<file path="config.mk">
export PLATFORM = sky130hd
export DESIGN_NAME = microwave_countdown_timer
export DESIGN_NICKNAME = d
export VERILOG_FILES = /design/src/rtl/microwave_pkg.sv /design/src/rtl/microwave_countdown_timer_digit.sv /design/src/rtl/microwave_countdown_timer.sv
export SDC_FILE = /design/constraint.sdc
export NUM_CORES = 1
export LEC_CHECK = 0
export BUFFER_PORTS_ARGS = -buffer_cell sky130_fd_sc_hd__buf_2
export CAP_MARGIN = 0
export CORE_MARGIN = 5
export CORE_UTILIZATION = 45
export DETAILED_ROUTE_END_ITERATION = 7
export PLACE_DENSITY_LB_ADDON = 0.08
export REMOVE_ABC_BUFFERS = 1
export SLEW_MARGIN = 20
export SYNTH_ARGS = -nofsm -noshare
export SYNTH_HDL_FRONTEND = slang
export SYNTH_SLANG_ARGS = --single-unit
</file>
<file path="constraint.sdc">
create_clock -name clk -period 6.07 [get_ports clk]
set_clock_uncertainty 0.2 [all_clocks]
set_input_delay 0.607 -clock clk [delete_from_list [all_inputs] [get_ports clk]]
set_output_delay 0.607 -clock clk [all_outputs]
set_load 0.1 [all_outputs]
</file>
<file path="src/rtl/microwave_pkg.sv">
// rtl/microwave_pkg.sv - shared types and constants for the microwave countdown timer
package microwave_pkg;

    localparam int DIGIT_W          = 4;
    localparam int BCD_MAX_ONES     = 9;
    localparam int BCD_MAX_SEC_TENS = 5;

    typedef enum logic [1:0] {
        ST_IDLE  = 2'd0,
        ST_RUN   = 2'd1,
        ST_PAUSE = 2'd2,
        ST_DONE  = 2'd3
    } state_t;

endpackage

</file>
<file path="src/rtl/microwave_countdown_timer_digit.sv">
// rtl/microwave_countdown_timer_digit.sv - one BCD digit of the down counter with clamp-on-load and borrow chain
//
// Ports:
//   clk, rst      clock, asynchronous active-high reset
//   load, ld_val  load ld_val (clamped to MAX) on the next clk
//   dec_en        decrement strobe for the whole counter
//   borrow_in     all lower digits are zero (tie high for the least significant digit)
//   digit         current digit value
//   borrow_out    borrow_in and this digit is zero
module bcd_digit_down
    import microwave_pkg::*;
#(
    parameter logic [DIGIT_W-1:0] MAX = DIGIT_W'(BCD_MAX_ONES)
) (
    input  logic               clk,
    input  logic               rst,
    input  logic               load,
    input  logic [DIGIT_W-1:0] ld_val,
    input  logic               dec_en,
    input  logic               borrow_in,
    output logic [DIGIT_W-1:0] digit,
    output logic               borrow_out
);

    logic [DIGIT_W-1:0] r_digit;
    logic [DIGIT_W-1:0] w_ld_clamped;

    assign w_ld_clamped = (ld_val > MAX) ? MAX : ld_val;

    always_ff @(posedge clk or posedge rst) begin
        if (rst) begin
            r_digit <= '0;
        end else if (load) begin
            r_digit <= w_ld_clamped;
        end else if (dec_en && borrow_in) begin
            // A digit only moves when every lower digit is wrapping through zero.
            r_digit <= (r_digit == '0) ? MAX : r_digit - DIGIT_W'(1);
        end
    end

    assign digit      = r_digit;
    assign borrow_out = borrow_in && (r_digit == '0);

endmodule

</file>
<file path="src/rtl/microwave_countdown_timer.sv">
// rtl/microwave_countdown_timer.sv - BCD mm:ss countdown timer with tick synchroniser, prescaler and run/pause/done FSM
//
// Ports:
//   clk, rst                         clock, asynchronous active-high reset
//   tick_in                          slow divided clock, asynchronous to clk
//   load, ld_min_t..ld_sec_o         load cook time (IDLE or DONE only), digits clamped
//   start, stop, clear               run/resume, pause, abort (clear > stop > start > load)
//   min_t, min_o, sec_t, sec_o       current count, BCD
//   running                          high while counting
//   done                             one-clk pulse when the count reaches 00:00
//   zero                             count is 00:00
module microwave_countdown_timer
    import microwave_pkg::*;
#(
    parameter int TICKS_PER_DEC = 1,
    parameter int SYNC_STAGES   = 2
) (
    input  logic                clk,
    input  logic                rst,
    input  logic                tick_in,
    input  logic                load,
    input  logic [DIGIT_W-1:0]  ld_min_t,
    input  logic [DIGIT_W-1:0]  ld_min_o,
    input  logic [DIGIT_W-1:0]  ld_sec_t,
    input  logic [DIGIT_W-1:0]  ld_sec_o,
    input  logic                start,
    input  logic                stop,
    input  logic                clear,
    output logic [DIGIT_W-1:0]  min_t,
    output logic [DIGIT_W-1:0]  min_o,
    output logic [DIGIT_W-1:0]  sec_t,
    output logic [DIGIT_W-1:0]  sec_o,
    output logic                running,
    output logic                done,
    output logic                zero
);

    localparam logic [7:0] PRE_LAST = 8'(TICKS_PER_DEC - 1);

    state_t                   r_state;
    state_t                   w_next;
    logic [SYNC_STAGES-1:0]   r_sync;
    logic                     r_tick_prev;
    logic [7:0]               r_pre;
    logic                     r_running;
    logic                     r_done;
    logic                     r_zero;

    logic                     w_edge;
    logic                     w_dec;
    logic                     w_do_load;
    logic                     w_do_clear;
    logic                     w_dig_load;
    logic                     w_run_entry;
    logic                     w_cnt_zero;
    logic                     w_cnt_one;
    logic                     w_ld_zero;
    logic [DIGIT_W-1:0]       w_ld_min_t, w_ld_min_o, w_ld_sec_t, w_ld_sec_o;
    logic [DIGIT_W-1:0]       w_min_t, w_min_o, w_sec_t, w_sec_o;
    logic                     w_b_so, w_b_st, w_b_mo, w_b_mt;

    // Synchroniser and rising-edge detect for the slow tick.
    always_ff @(posedge clk or posedge rst) begin
        if (rst) begin
            r_sync      <= '0;
            r_tick_prev <= 1'b0;
        end else begin
            r_sync      <= {r_sync[SYNC_STAGES-2:0], tick_in};
            r_tick_prev <= r_sync[SYNC_STAGES-1];
        end
    end

    assign w_edge = r_sync[SYNC_STAGES-1] && !r_tick_prev;

    // The borrow chain with borrow_in tied high doubles as the 00:00 detector.
    assign w_cnt_zero = w_b_mt;
    assign w_cnt_one  = (w_min_t == '0) && (w_min_o == '0) && (w_sec_t == '0)
                        && (w_sec_o == DIGIT_W'(1));

    assign w_dec = (r_state == ST_RUN) && !clear && w_edge
                   && (r_pre == PRE_LAST) && !w_cnt_zero;

    always_comb begin
        w_next     = r_state;
        w_do_load  = 1'b0;
        w_do_clear = 1'b0;
        case (r_state)
            ST_IDLE: begin
                if (clear) begin
                    w_do_clear = 1'b1;
                end else if (start && !w_cnt_zero) begin
                    w_next = ST_RUN;
                end else if (load) begin
                    w_do_load = 1'b1;
                end
            end
            ST_RUN: begin
                if (clear) begin
                    w_next     = ST_IDLE;
                    w_do_clear = 1'b1;
                end else if (w_dec && w_cnt_one) begin
                    // Reaching 00:00 outranks a simultaneous stop.
                    w_next = ST_DONE;
                end else if (stop) begin
                    w_next = ST_PAUSE;
                end
            end
            ST_PAUSE: begin
                if (clear) begin
                    w_next     = ST_IDLE;
                    w_do_clear = 1'b1;
                end else if (!stop && start) begin
                    w_next = ST_RUN;
                end
            end
            ST_DONE: begin
                if (clear) begin
                    w_next     = ST_IDLE;
                    w_do_clear = 1'b1;
                end else if (load) begin
                    w_next    = ST_IDLE;
                    w_do_load = 1'b1;
                end
            end
            default: w_next = ST_IDLE;
        endcase
    end

    assign w_run_entry = (w_next == ST_RUN) && (r_state != ST_RUN);
    assign w_dig_load  = w_do_load || w_do_clear;

    // Clear reuses the digit load path with an all-zero value.
    assign w_ld_min_t = w_do_clear ? '0 : ld_min_t;
    assign w_ld_min_o = w_do_clear ? '0 : ld_min_o;
    assign w_ld_sec_t = w_do_clear ? '0 : ld_sec_t;
    assign w_ld_sec_o = w_do_clear ? '0 : ld_sec_o;
    assign w_ld_zero  = (w_ld_min_t == '0) && (w_ld_min_o == '0)
                        && (w_ld_sec_t == '0) && (w_ld_sec_o == '0);

    always_ff @(posedge clk or posedge rst) begin
        if (rst) begin
            r_state   <= ST_IDLE;
            r_pre     <= 8'd0;
            r_running <= 1'b0;
            r_done    <= 1'b0;
            r_zero    <= 1'b1;
        end else begin
            r_state   <= w_next;
            r_running <= (w_next == ST_RUN);
            r_done    <= (r_state == ST_RUN) && (w_next == ST_DONE);
            // zero is predicted from the next count so it lines up with the digits.
            if (w_dig_load) begin
                r_zero <= w_ld_zero;
            end else if (w_dec) begin
                r_zero <= w_cnt_one;
            end
            if (w_dig_load || w_run_entry) begin
                r_pre <= 8'd0;
            end else if ((r_state == ST_RUN) && w_edge) begin
                r_pre <= (r_pre == PRE_LAST) ? 8'd0 : r_pre + 8'd1;
            end
        end
    end

    bcd_digit_down #(.MAX(DIGIT_W'(BCD_MAX_ONES))) u_sec_o (
        .clk(clk), .rst(rst), .load(w_dig_load), .ld_val(w_ld_sec_o),
        .dec_en(w_dec), .borrow_in(1'b1), .digit(w_sec_o), .borrow_out(w_b_so)
    );

    bcd_digit_down #(.MAX(DIGIT_W'(BCD_MAX_SEC_TENS))) u_sec_t (
        .clk(clk), .rst(rst), .load(w_dig_load), .ld_val(w_ld_sec_t),
        .dec_en(w_dec), .borrow_in(w_b_so), .digit(w_sec_t), .borrow_out(w_b_st)
    );

    bcd_digit_down #(.MAX(DIGIT_W'(BCD_MAX_ONES))) u_min_o (
        .clk(clk), .rst(rst), .load(w_dig_load), .ld_val(w_ld_min_o),
        .dec_en(w_dec), .borrow_in(w_b_st), .digit(w_min_o), .borrow_out(w_b_mo)
    );

    // min_t never sees a borrow at 0 because decrement is blocked at 00:00.
    bcd_digit_down #(.MAX(DIGIT_W'(BCD_MAX_ONES))) u_min_t (
        .clk(clk), .rst(rst), .load(w_dig_load), .ld_val(w_ld_min_t),
        .dec_en(w_dec), .borrow_in(w_b_mo), .digit(w_min_t), .borrow_out(w_b_mt)
    );

    assign min_t   = w_min_t;
    assign min_o   = w_min_o;
    assign sec_t   = w_sec_t;
    assign sec_o   = w_sec_o;
    assign running = r_running;
    assign done    = r_done;
    assign zero    = r_zero;

endmodule
</file>
* Word level (Yosys, flattened, before mapping)
Cells that the tools add are included.
Word-level totals: input port bits 23, bits in registers 32, output and inout port bits 19
Operators by class: eq/ne operators 7, $lt $le $gt $ge 4, reductions and logical operators 45, add/subtract/negate cells 5, multiplexer cells 42
Operator list (number):
- two-way mux 4 bit | 20
- logical NOT 4 bit | 8
- two-way mux 8 bit | 3
- logical AND 1 bit | 23
- two-way mux 2 bit | 9
- subtractor 4 x 1 -> 4 bit, second input constant | 4
- > comparator 4 bit, second input constant | 3
- nonzero test 2 bit | 5
- adder 8 x 1 -> 8 bit, second input constant | 1
- logical NOT 8 bit | 1
- two-way mux 1 bit | 8
- case mux 2 bit (4 select lines) | 1
- equality test 2 bit, second input constant | 3
- equality test 2 x 1 -> 1 bit, second input constant | 2
- equality test 4 x 1 -> 1 bit, second input constant | 1
- > comparator 4 x 3 -> 1 bit, second input constant | 1
- logical NOT 1 bit | 4
- OR reduction 4 bit | 1
- logical NOT 2 bit | 1
- logical OR 1 bit | 2
- inequality test 2 x 1 -> 1 bit, second input constant | 1
- case mux 1 bit (2 select lines) | 1

* Depth between registers and ports, before layout
depth in word-level cells 14, depth in mapped cells 8

* Cells and area by module
A second synthesis with hierarchy kept.
Unflattened totals: cells, all modules 239, area total of the unflattened synthesis 2188.3 µm²
Modules (own cells, without submodules):
- microwave_countdown_timer | times used 1, area an instance 1189.9 µm², cells an instance 132, sequential area each 401.6 µm²
- bcd_digit_down at u_min_o ... | times used 3, area an instance 262.8 µm², cells an instance 28, sequential area each 100.1 µm²
- bcd_digit_down at u_sec_t | times used 1, area an instance 210.2 µm², cells an instance 23, sequential area each 100.1 µm²

* Worst setup path before layout
Ideal clock, no wire load.
kind register to register, start register u_sec_o.r_digit[0], in the netlist u_sec_o.digit[0], end register r_pre[0], arrival time 2449 ps, required time 5716 ps, cell stages (with the launch flop) 8, period minus slack after synthesis 2803 ps, path slack 3267 ps, buffers on the path 1, cell sequence dfrtp_1 > buf_2 > nor4_4 > and3_1 > a21oi_1 > nand2_1 > a211oi_1 > nor3_1
Between the ends: word-level cells in the longest chain between the ends 14
Ends and longest elaborated chain:
- start: declaration | RTL line microwave_countdown_timer_digit.sv:25 | logic [DIGIT_W-1:0] r_digit;
- start signal: assignment | RTL line microwave_countdown_timer_digit.sv:34 | r_digit <= w_ld_clamped;
- start signal: assignment | RTL line microwave_countdown_timer_digit.sv:37 | r_digit <= (r_digit == '0) ? MAX : r_digit - DIGIT_W'(1);
- logical NOT 4 bit | RTL line microwave_countdown_timer_digit.sv:42 | assign borrow_out = borrow_in && (r_digit == '0);
- logical AND 1 bit (3 in a row) | RTL line microwave_countdown_timer_digit.sv:42
- logical NOT 1 bit | RTL line microwave_countdown_timer.sv:81, microwave_countdown_timer.sv:91
- logical AND 1 bit | RTL line microwave_countdown_timer.sv:81 | && (r_pre == PRE_LAST) && !w_cnt_zero;
- logical AND 1 bit | RTL line microwave_countdown_timer.sv:101 | end else if (w_dec && w_cnt_one) begin
- two-way mux 2 bit | RTL line microwave_countdown_timer.sv:101
- two-way mux 2 bit | RTL line microwave_countdown_timer.sv:98 | if (clear) begin
- case mux 2 bit (4 select lines) | RTL line microwave_countdown_timer.sv:87 | case (r_state)
- equality test 2 x 1 -> 1 bit | RTL line microwave_countdown_timer.sv:129 | assign w_run_entry = (w_next == ST_RUN) && (r_state != ST_RUN);
- logical AND 1 bit | RTL line microwave_countdown_timer.sv:129
- logical OR 1 bit (*) | RTL line microwave_countdown_timer.sv:157 | if (w_dig_load || w_run_entry) begin
- two-way mux 8 bit or nonzero test 2 bit (tied branches)
- end signal: assignment | RTL line microwave_countdown_timer.sv:160 | r_pre <= (r_pre == PRE_LAST) ? 8'd0 : r_pre + 8'd1;
- end: declaration | RTL line microwave_countdown_timer.sv:44 | logic [7:0] r_pre;
Every way passes the cells marked *; elsewhere a longest branch is shown, timed or not. A chain may end at the register's enable or synchronous reset.

* Final worst setup path
start register r_state[1], end register r_pre[1]
Between the ends: word-level cells in the longest chain between the ends 13
Ends and longest elaborated chain:
- start: declaration | RTL line microwave_countdown_timer.sv:40 | state_t r_state;
- start signal: assignment | RTL line microwave_countdown_timer.sv:148 | r_state <= w_next;
- equality test 2 x 1 -> 1 bit | RTL line microwave_countdown_timer.sv:80, microwave_countdown_timer.sv:87, microwave_countdown_timer.sv:159
- logical AND 1 bit (2 in a row) | RTL line microwave_countdown_timer.sv:80 | assign w_dec = (r_state == ST_RUN) && !clear && w_edge
- logical AND 1 bit (2 in a row) | RTL line microwave_countdown_timer.sv:81
- logical AND 1 bit | RTL line microwave_countdown_timer.sv:101
- two-way mux 2 bit | RTL line microwave_countdown_timer.sv:101
- two-way mux 2 bit | RTL line microwave_countdown_timer.sv:98
- case mux 2 bit (4 select lines) | RTL line microwave_countdown_timer.sv:87
- equality test 2 x 1 -> 1 bit | RTL line microwave_countdown_timer.sv:129
- logical AND 1 bit | RTL line microwave_countdown_timer.sv:129
- logical OR 1 bit | RTL line microwave_countdown_timer.sv:157
- two-way mux 8 bit or nonzero test 2 bit (tied branches)
Parallel ways exist; a longest one is shown, timed or not.

==> metrics.txt <==
die height 78.2 um; synth top area cells dfrtp_1 (37%), nor3_1 (4.5%), nor2_1 (4.5%); mapped cell area between 2000 and 2500 um2; crit share post-route 46.5%; final setup fails 0; clk_lat worst skew 0.28 ns; area grow syn2layout 15.7%; total track usage 17.9%; # rows 24; share of cells above drive strength 1 a little over 20%; post-cts sizing count 0; vias in the first global route between 1,500 and 2,000; core region area 4440 um2; H-tree depth 2; largest net degree at the start of global routing 33; Min Hold Slack 0.164 ns; Final Core Density 54.5%; Top FF cell, synth dfrtp_1; Mapped Avg Cell Area 8.83 um2; ANT cells 0; Worst EP required 5.99 ns; # port buffers 41; Initial Util a little under half; area share of the largest cell type after synthesis 37.1%; Synth Instances 237; CP Launch Type register; Final Hold Fails 0; Post-CTS Hold Fix Bufs 0; antenna violations before repair 0; final setup TNS 0 ns; DIE AREA 6120 um2; register area share after synthesis 38.3%; run status finished, final reports clean; Longest Clk Path Bufs 2; fin cells ~330; gpl congestion 0.803; crit path DAT about 2.7 ns; cts bufs inserted 5; Final ANT Viol Nets 0; Post-synth EDFFs 0; CTS tree yes; Post-synth ARST share 100%; most frequent cells in the layout buf_2 (41), dfrtp_1 (31), nor2_1 (25); Slew Limit Headroom between 30% and 40%; TritonRoute pass-1 iters 4; DP HPWL around 3900 um; most common cell after layout, fill and taps aside buf_2; drt total wl 5180 um; number of max-cap violations 0; CTS sink cnt 32; minimum clock period 2.82 ns; Synth Register Bits 32; # DRC 0; unrepaired setup endpoints after global routing false; clock tree root driver cell clkbuf_8; io pins 42; Setup CP Type register to register; Via Count 1,934; GRT overflow 0; Worst Hold Class register to register; DRT iter0 DRCs 85; Max VDD drop a little under 200 uV; PwrDens 422 nW/um2; Syn. warnings 0; Clock transition at path regs 0.06 ns; first-pass GRT wire length 8900 um; Pins Over Slew Limit 0; crit path capture type register; vias per cell 5.84; Cells after DPL 324; Pleak 1.07 nW; post-CTS setup buffers 0; slew at the pin closest to its max-slew limit 0.917 ns; nets 309; Max Clk Rate 354 MHz; critical path fanouts, max 8; Synth cell types 55; routed wire length per instance roughly 16 um; largest area contributor in the netlist dfrtp_1; die width ~80 um
## cell type report
cell class	instances	area, um2
fill	424	2020
multi-input combinational	189	1230
sequential	32	802
timing repair buffer	42	213
clock buffer	6	72.6
tap	52	65.1
inverter	9	33.8
clock inverter	1	5.00
## path summary, 6_finish.rpt
kind | slack [ns] | startpoint | cells past startpoint | end
setup / recovery | 3.25 | r_state[1] | 8 | r_pre[1]
hold / removal | 0.16 | r_sync[0] | 0 | r_sync[1]
setup reg to reg | 3.25 | r_state[1] | 8 | r_pre[1]
hold reg to reg | 0.16 | r_sync[0] | 0 | r_sync[1]
max in group asynchronous | 5.15 | rst | 3 | zero
min in group asynchronous | 0.20 | rst | 3 | r_state[1]
## logic make-up after synthesis
group | count (synthesis) | share of synthesized area [%]
simple gates | 116 | 31.1
flops | 32 | 38.3
fa+ha+maj | 7 | 4.18
compound gates | 56 | 19.1
buf+inv | 16 | 3.05
xor+xnor | 9 | 3.77
mux | 1 | 0.478
## cell usage after synthesis, types with 3 or more instances
cell,number
dfrtp_1,31
nor2_1,25
nor3_1,19
nand2_1,16
nand3_1,13
a21oi_1,11
inv_1,9
nand2b_1,8
ha_1,7
nor4_1,7
o21ai_0,7
a211oi_1,6
xor2_1,5
clkbuf_1,4
o21ai_1,4
or3_1,4
xnor2_1,4
a311oi_1,3
and3_1,3
buf_2,3
nand4_1,3
o211ai_1,3
## power breakdown
group          switching, mW  leakage, nW  internal (mW)
sequential            0.0499        0.424          0.250
combinational          0.437        0.602          0.134
clock                 0.0739       0.0410         0.0778
total                  0.561         1.07          0.462
## sequential cells by signal, indices dropped and copies added, names as in the netlist
signal / count
zero: 1
u_sec_o.digit: 4
r_state: 2
running: 1
done: 1
u_sec_t.digit: 4
u_min_t.digit: 4
r_pre: 8
r_tick_prev: 1
u_min_o.digit: 4
r_sync: 2
## metrics by stage
step | worst slack [ns] | cell area (um2) | power, mW
after floorplan | 3.28 | 2060 | 0.757
after global placement | 3.30 | 2340 | 0.872
after detailed placement | 3.27 | 2340 | 0.875
after CTS | 3.25 | 2420 | 1.03
after global routing | 2.95 | 2420 | 1.09
final | 3.25 | 2420 | 1.02
## worst max-delay path: stages (launching register included)
cell	delay, ns
dfrtp_1	0.42
inv_1	0.13
ha_1	0.32
a22oi_1	0.10
or3_1	0.32
a21oi_1	0.18
o21ai_1	0.10
a211oi_1	0.78
nor3_1	0.11
## routing by layer
metal	wire, um	track usage, %
met2	2420	29.0
met4	64	5.94
met1	2400	23.1
met5	0	0
met3	298	4.81
Power figures use the tool's default switching activity.
